$ cat config.mk
export PLATFORM = sky130hd
export DESIGN_NAME = target_tracker
export DESIGN_NICKNAME = d
export VERILOG_FILES = /design/src/rtl/target_pkg.sv /design/src/rtl/target_divider.sv /design/src/rtl/target_tracker.sv
export SDC_FILE = /design/constraint.sdc
export NUM_CORES = 1
export LEC_CHECK = 0
export BUFFER_PORTS_ARGS = -buffer_cell sky130_fd_sc_hd__buf_4
export CAP_MARGIN = 20
export CORE_ASPECT_RATIO = 0.5
export CORE_MARGIN = 2
export CORE_UTILIZATION = 40
export CTS_BUF_LIST = sky130_fd_sc_hd__clkbuf_8
export DETAILED_ROUTE_END_ITERATION = 7
export HOLD_SLACK_MARGIN = 0.03
export PLACE_DENSITY = 0.53
export SYNTH_ARGS = -nofsm -noshare
export SYNTH_HDL_FRONTEND = slang
export SYNTH_SLANG_ARGS = --single-unit
$ cat constraint.sdc
create_clock -name clk -period 24.1 [get_ports clk]
set_input_delay 1.205 -clock clk [delete_from_list [all_inputs] [get_ports clk]]
set_output_delay 1.205 -clock clk [all_outputs]
set_load 0.05 [all_outputs]
$ cat src/rtl/target_pkg.sv
// rtl/target_pkg.sv - shared types, widths and accumulator clear value for target_tracker
package target_pkg;

  localparam int NUM_COLOURS = 5;
  localparam int COORD_W     = 9;
  localparam int CNT_W       = 17;
  localparam int SUM_W       = CNT_W + COORD_W;

  typedef enum logic [2:0] {
    ORANGE = 3'd0,
    PINK   = 3'd1,
    PURPLE = 3'd2,
    BLUE   = 3'd3,
    GREEN  = 3'd4
  } colour_e;

  typedef enum logic [1:0] {
    IDLE   = 2'd0,
    ACCUM  = 2'd1,
    DIV    = 2'd2,
    REPORT = 2'd3
  } state_e;

  typedef struct packed {
    logic [CNT_W-1:0]   count;
    logic [COORD_W-1:0] x_min;
    logic [COORD_W-1:0] x_max;
    logic [COORD_W-1:0] y_min;
    logic [COORD_W-1:0] y_max;
    logic [SUM_W-1:0]   sum_x;
    logic [SUM_W-1:0]   sum_y;
  } track_rec_t;

  // Min fields start at all-ones so the first flagged pixel always wins the compare.
  function automatic track_rec_t rec_clear();
    track_rec_t r;
    r.count = '0;
    r.x_min = '1;
    r.x_max = '0;
    r.y_min = '1;
    r.y_max = '0;
    r.sum_x = '0;
    r.sum_y = '0;
    return r;
  endfunction

endpackage

$ cat src/rtl/target_divider.sv
// rtl/target_divider.sv - restoring unsigned divider, one quotient bit per cycle
// Start latches operands; done pulses N_W cycles later (next cycle for divisor 0, quotient 0).
module target_divider #(
  parameter int N_W = 26,
  parameter int D_W = 17
) (
  input  logic           clk,
  input  logic           rst,
  input  logic           i_start,
  input  logic [N_W-1:0] i_dividend,
  input  logic [D_W-1:0] i_divisor,
  output logic           o_done,
  output logic [N_W-1:0] o_quotient
);

  localparam int CNT_BITS = $clog2(N_W + 1);

  logic [D_W:0]          r_rem;
  logic [N_W-1:0]        r_quo;
  logic [D_W-1:0]        r_div;
  logic [CNT_BITS-1:0]   r_cnt;
  logic                  r_busy;
  logic                  r_done;
  logic [D_W:0]          w_shift;
  logic                  w_ge;
  logic [D_W:0]          w_rem_nxt;

  assign w_shift   = {r_rem[D_W-1:0], r_quo[N_W-1]};
  assign w_ge      = w_shift >= {1'b0, r_div};
  assign w_rem_nxt = w_ge ? (w_shift - {1'b0, r_div}) : w_shift;

  always_ff @(posedge clk or posedge rst) begin
    if (rst) begin
      r_rem  <= '0;
      r_quo  <= '0;
      r_div  <= '0;
      r_cnt  <= '0;
      r_busy <= 1'b0;
      r_done <= 1'b0;
    end else begin
      r_done <= 1'b0;
      if (i_start) begin
        r_rem  <= '0;
        r_div  <= i_divisor;
        r_cnt  <= CNT_BITS'(N_W);
        r_busy <= (i_divisor != '0);
        r_done <= (i_divisor == '0);
        r_quo  <= (i_divisor == '0) ? '0 : i_dividend;
      end else if (r_busy) begin
        r_rem <= w_rem_nxt;
        r_quo <= {r_quo[N_W-2:0], w_ge};
        r_cnt <= r_cnt - CNT_BITS'(1);
        if (r_cnt == CNT_BITS'(1)) begin
          r_busy <= 1'b0;
          r_done <= 1'b1;
        end
      end
    end
  end

  assign o_done     = r_done;
  assign o_quotient = r_quo;

endmodule

$ cat src/rtl/target_tracker.sv
// rtl/target_tracker.sv - per-colour pixel count and bounding box over one frame, reported per colour
// Optional CENTROID_EN adds per-colour centroid via two target_divider instances.
module target_tracker
  import target_pkg::*;
#(
  parameter int WIDTH  = 320,
  parameter int HEIGHT = 240
) (
  input  logic               clk,
  input  logic               rst,
  input  logic               in_valid,
  output logic               in_ready,
  input  logic               in_sop,
  input  logic               in_eop,
  input  logic [4:0]         in_flags,
  output logic               out_valid,
  input  logic               out_ready,
  output logic [2:0]         out_colour,
  output logic               out_found,
  output logic [CNT_W-1:0]   out_count,
  output logic [COORD_W-1:0] out_x_min,
  output logic [COORD_W-1:0] out_x_max,
  output logic [COORD_W-1:0] out_y_min,
  output logic [COORD_W-1:0] out_y_max,
  output logic [COORD_W-1:0] out_cx,
  output logic [COORD_W-1:0] out_cy,
  output logic               out_last
);

  state_e             r_state, w_state_nxt;
  state_e             w_first_rpt, w_next_rpt;
  logic [COORD_W-1:0] r_x, r_y, w_cur_x, w_cur_y;
  logic [2:0]         r_idx, w_idx_nxt;
  track_rec_t         r_rec     [NUM_COLOURS];
  track_rec_t         w_rec_nxt [NUM_COLOURS];
  track_rec_t         w_out_rec;
  logic               w_beat, w_pix, w_found, w_div_done;

  assign in_ready  = (r_state == IDLE) || (r_state == ACCUM);
  assign w_beat    = in_valid && in_ready;
  // A sop beat is pixel (0,0) whether it arrives in IDLE or mid-frame.
  assign w_pix     = w_beat && (in_sop || (r_state == ACCUM));
  assign w_cur_x   = in_sop ? '0 : r_x;
  assign w_cur_y   = in_sop ? '0 : r_y;
  assign w_idx_nxt = (r_idx == 3'(GREEN)) ? 3'd0 : r_idx + 3'd1;
  assign w_out_rec = r_rec[r_idx];

  always_comb begin
    for (int c = 0; c < NUM_COLOURS; c++) begin
      w_rec_nxt[c] = in_sop ? rec_clear() : r_rec[c];
      if (in_flags[c] && (w_rec_nxt[c].count != '1)) begin
        w_rec_nxt[c].count = w_rec_nxt[c].count + CNT_W'(1);
        if (w_cur_x < w_rec_nxt[c].x_min) w_rec_nxt[c].x_min = w_cur_x;
        if (w_cur_x > w_rec_nxt[c].x_max) w_rec_nxt[c].x_max = w_cur_x;
        if (w_cur_y < w_rec_nxt[c].y_min) w_rec_nxt[c].y_min = w_cur_y;
        if (w_cur_y > w_rec_nxt[c].y_max) w_rec_nxt[c].y_max = w_cur_y;
`ifdef CENTROID_EN
        w_rec_nxt[c].sum_x = w_rec_nxt[c].sum_x + SUM_W'(w_cur_x);
        w_rec_nxt[c].sum_y = w_rec_nxt[c].sum_y + SUM_W'(w_cur_y);
`endif
      end
    end
  end

`ifdef CENTROID_EN
  assign w_first_rpt = (w_rec_nxt[0].count != '0) ? DIV : REPORT;
  assign w_next_rpt  = (r_rec[w_idx_nxt].count != '0) ? DIV : REPORT;
`else
  assign w_first_rpt = REPORT;
  assign w_next_rpt  = REPORT;
`endif

  always_comb begin
    w_state_nxt = r_state;
    case (r_state)
      IDLE:    if (w_pix) w_state_nxt = in_eop ? w_first_rpt : ACCUM;
      ACCUM:   if (w_pix && in_eop) w_state_nxt = w_first_rpt;
      DIV:     if (w_div_done) w_state_nxt = REPORT;
      REPORT:  if (out_ready) w_state_nxt = (r_idx == 3'(GREEN)) ? IDLE : w_next_rpt;
      default: w_state_nxt = IDLE;
    endcase
  end

  always_ff @(posedge clk or posedge rst) begin
    if (rst) begin
      r_state <= IDLE;
      r_x     <= '0;
      r_y     <= '0;
      r_idx   <= '0;
      for (int c = 0; c < NUM_COLOURS; c++) r_rec[c] <= rec_clear();
    end else begin
      r_state <= w_state_nxt;
      if (w_pix) begin
        r_rec <= w_rec_nxt;
        if (in_eop) begin
          r_x <= '0;
          r_y <= '0;
        end else if (w_cur_x == COORD_W'(WIDTH - 1)) begin
          r_x <= '0;
          r_y <= (w_cur_y == COORD_W'(HEIGHT - 1)) ? w_cur_y : w_cur_y + COORD_W'(1);
        end else begin
          r_x <= w_cur_x + COORD_W'(1);
          r_y <= w_cur_y;
        end
      end
      if ((r_state == REPORT) && out_ready) begin
        r_idx <= w_idx_nxt;
        if (r_idx == 3'(GREEN)) begin
          for (int c = 0; c < NUM_COLOURS; c++) r_rec[c] <= rec_clear();
        end
      end
    end
  end

  assign out_valid  = (r_state == REPORT);
  assign w_found    = (w_out_rec.count != '0);
  assign out_colour = out_valid ? r_idx : 3'd0;
  assign out_found  = out_valid && w_found;
  assign out_count  = out_valid ? w_out_rec.count : '0;
  assign out_x_min  = out_found ? w_out_rec.x_min : '0;
  assign out_x_max  = out_found ? w_out_rec.x_max : '0;
  assign out_y_min  = out_found ? w_out_rec.y_min : '0;
  assign out_y_max  = out_found ? w_out_rec.y_max : '0;
  assign out_last   = out_valid && (r_idx == 3'(GREEN));

`ifdef CENTROID_EN
  logic               r_div_start;
  logic               w_done_x, w_done_y;
  logic [SUM_W-1:0]   w_qx, w_qy;
  logic [COORD_W-1:0] r_cx, r_cy;
  logic               w_unused_q;

  // Start fires in the first DIV cycle, once r_idx and the record are settled.
  always_ff @(posedge clk or posedge rst) begin
    if (rst) begin
      r_div_start <= 1'b0;
      r_cx        <= '0;
      r_cy        <= '0;
    end else begin
      r_div_start <= (w_state_nxt == DIV) && (r_state != DIV);
      if (w_done_x) r_cx <= w_qx[COORD_W-1:0];
      if (w_done_y) r_cy <= w_qy[COORD_W-1:0];
    end
  end

  target_divider #(.N_W(SUM_W), .D_W(CNT_W)) u_div_x (
    .clk        (clk),
    .rst        (rst),
    .i_start    (r_div_start),
    .i_dividend (w_out_rec.sum_x),
    .i_divisor  (w_out_rec.count),
    .o_done     (w_done_x),
    .o_quotient (w_qx)
  );

  target_divider #(.N_W(SUM_W), .D_W(CNT_W)) u_div_y (
    .clk        (clk),
    .rst        (rst),
    .i_start    (r_div_start),
    .i_dividend (w_out_rec.sum_y),
    .i_divisor  (w_out_rec.count),
    .o_done     (w_done_y),
    .o_quotient (w_qy)
  );

  assign w_div_done = w_done_x;
  assign out_cx     = out_found ? r_cx : '0;
  assign out_cy     = out_found ? r_cy : '0;
  assign w_unused_q = ^{w_qx[SUM_W-1:COORD_W], w_qy[SUM_W-1:COORD_W]};
`else
  logic w_unused_sums;

  assign w_div_done    = 1'b0;
  assign out_cx        = '0;
  assign out_cy        = '0;
  assign w_unused_sums = ^{w_out_rec.sum_x, w_out_rec.sum_y};
`endif

endmodule

==> metrics.md <==
| Metric | Value |
|---|---|
| Cell area after layout | 23300 um2 |
| DIE AREA | 54890 um2 |
| Synthesized instance count | 2502 |
| Crit-path leading delay family | buffers and inverters |
| Synth-to-layout area growth | 10.07% |
| Cell mode on critical path | buf_4 |
| CTS Buffer Depth | 3 |
| H-tree levels | 2 |
| Clock slew at reported path FFs | 0.07 ns |
| Outcome | finished clean |
| #FFs+latches synth | 288 |
| Worst-margin pin slew | 1.042 ns |
| Die X | 329.4 um |
| IO buf count | 70 |
| Routed wire length | 73030 um |
| Met1 usage | 38.51% |
| Final non-filler cell total | 3236 |
| Core area | 52120 um2 |
| Largest stage delay on the critical path | 0.82 ns |
| I/O pins | 89 |
| Clock Sinks | 288 |
| Leading area contributor after synthesis | dfrtp_1 |
| Top_reg_cell synth | dfrtp_1 |
| Skew final | 0.02361 ns |
| GR Util All Layers | 26.35% |
| Max-slew headroom | 30.55% |
| Hpwl dp | 47780 um |
| Hold Vio Cnt, Final | 0 |
| # fillers | 5206 |
| Chip height | 166.7 um |
| Synth area leaders | dfrtp_1, dfstp_2, ha_1, nor2_1, o21ai_0 |
| Hold bufs inserted after CTS | 0 |
| Iter 0 DRT Violations | 1715 |
| Place WS | 18.11 ns |
| Starting Density | 40.62% |
| CP Capture Type | output port |
| CP Max Fanout | 37 |
| Via count | 19540 |
| Placed instance area | 22180 um2 |
| Commonest cells after routing, fill and taps aside | nor2_1, o21ai_0, nand2_1 |
| Synth cell types | 75 |
| Number of global-route vias before repair | 18640 |
| Worst-skew pair later-pin latency | 0.65 ns |
| Fin worst setup slack | 18.06 ns |
| First-pass GRT wire length | 113300 um |
| Power per Cell Area | 74.65 nW/um2 |
| Grt ovf | 0 |
| Largest net degree at the start of global routing | 157 |
| Tcrit/Tclk final | 25.08% |
| FMAX | 165.5 MHz |
| Final Total Pwr | 1.740 mW |
| Share of cells above drive strength 1 | 14.72% |
| Post-synth ARST share | 100.0% |
| Post-CTS Setup Bufs | 0 |
| Syn_area_per_cell | 8.461 um2 |
| Most used routing layer | met2 |
| Drt drc | 0 |
| Initial antenna violation count | 0 |
| Final setup viols | 0 |
| Met3 Resource Use GR | 4.062% |
| P_leak | 10.36 nW |
| Core Util, Final | 44.71% |
| Drt wl/cell | 22.57 um |
| Synthesized area | 21170 um2 |
| Placed cell count | 3137 |
| Cells along the critical path | buf_4 > inv_1 > o211ai_1 > a31oi_1 > or4_4 > o41ai_4 > buf_4 > nor2_1 > buf_4 |
| CTS-repair resized insts | 0 |
| Row cnt | 59 |
| Final-report max-slew violation count | 0 |
| CTS tree | yes |
| Crit path launch type | flip-flop |
| Met2 GRT Util | 40.31% |
| Max stage delay cell, worst path | dfrtp_4 |
| Post-synth EDFFs | 0 |
| Worst path bufs/invs | 4 |
| Routability cong. | 0.8926 |
| CTS Root Cell | clkbuf_8 |
| Pre-Repair DR Iteration Count | 5 |
| Worst Path Required | 22.89 ns |
| Seq/Total Area, Yosys | 34.57% |
| Critical path class | reg -> out |
| Area share of the largest cell type after synthesis | 23.40% |
| Unrepaired setup endpoints after global routing | false |
| Hold slack final | 0.5305 ns |
| Worst path arrival time | 4.84 ns |
| YS warnings | 0 |
| Routed vias/inst | 6.039 |
| Final #Nets | 2648 |
| Inserted Clock Buffers | 50 |
| Setup_tns | 0 ns |
| # Max-Cap Violations | 0 |
| Commonest non-fill, non-tap cell in the layout | nor2_1 |
| Post-route ant nets | 0 |
| Worst hold path type | reg -> reg |
| Fin crit period | 6.044 ns |
| VDD IR max | 42.43 uV |
==> registers in the layout (all words and copies together) (netlist names) <==
name	count
r_rec	265
r_x	9
r_y	9
r_idx	3
r_state	2
==> worst register-to-register path, cell delays in order, from the launching register on <==
cell	delay, ns
dfrtp_4	0.71
buf_4	0.48
inv_1	0.36
ha_1	0.25
nand2_1	0.13
nor2_4	0.15
buf_4	0.69
buf_4	0.88
o22ai_1	0.21
a32o_1	0.24
==> cell type report <==
class / instances / area [um2] / share of cell area, %
multi-input cells: 1976 / 12870 / 55.25
repair buffers: 114 / 912.1 / 3.915
clock buffers: 66 / 908.4 / 3.898
diodes: 1 / 2.502 / 0.01074
flip-flops and latches: 288 / 7325 / 31.43
clock inverters: 27 / 156.4 / 0.6712
inverters: 63 / 246.5 / 1.058
well taps: 701 / 877.1 / 3.764
==> cell usage after synthesis (25+ instances only) <==
| library cell | number |
|---|---|
| a21oi_1 | 138 |
| a22o_1 | 34 |
| a22oi_1 | 85 |
| a31oi_1 | 25 |
| clkbuf_1 | 133 |
| dfrtp_1 | 198 |
| dfstp_2 | 90 |
| ha_1 | 144 |
| inv_1 | 51 |
| mux2i_1 | 65 |
| mux4_2 | 41 |
| nand2_1 | 227 |
| nand3_1 | 90 |
| nand4_1 | 28 |
| nor2_1 | 363 |
| nor2b_1 | 58 |
| nor3_1 | 59 |
| nor3b_1 | 37 |
| o21ai_0 | 231 |
==> report_power, final <==
group,switching (mW),internal (mW),total [mW]
clock,0.234,0.257,0.491
sequential,0.101,0.609,0.710
combinational,0.324,0.214,0.538
==> cells by family (layout without fill, tap and decap cells) <==
family          after synthesis  after routing  synth area share (%)
other cells                   1             19               0.01771
buf+inv                     255            270                 5.100
mux                         131            131                 8.836
compound gates              662            662                 19.66
flops                       288            288                 34.57
simple gates                993            993                 22.13
xor+xnor                     25             25                 1.034
fa+ha+maj                   147            147                 8.652
==> worst paths after layout <==
path / startpoint / to / depth (start not counted) / slack, ns
setup / recovery: r_idx[0]$_DFFE_PP0P_ / out_y_min[8] / 9 / 18.06
hold / removal: r_rec[287]$_DFF_PP0_ / r_rec[287]$_DFF_PP0_ / 1 / 0.53
setup reg to reg: r_idx[0]$_DFFE_PP0P_ / r_rec[480]$_DFF_PP0_ / 9 / 19.90
hold reg to reg: r_rec[287]$_DFF_PP0_ / r_rec[287]$_DFF_PP0_ / 1 / 0.53
max in group asynchronous: rst / r_y[6]$_DFFE_PP0P_ / 4 / 21.42
min in group asynchronous: rst / r_rec[308]$_DFF_PP0_ / 2 / 0.63
==> routing by layer <==
metal  up-vias  wire length [um]
met2       622             32210
li1       9023                 -
met5         -                 0
met4         0              1893
met1      9771             34680
met3       125              4250
Note: power is estimated with default switching activity, not from simulation.
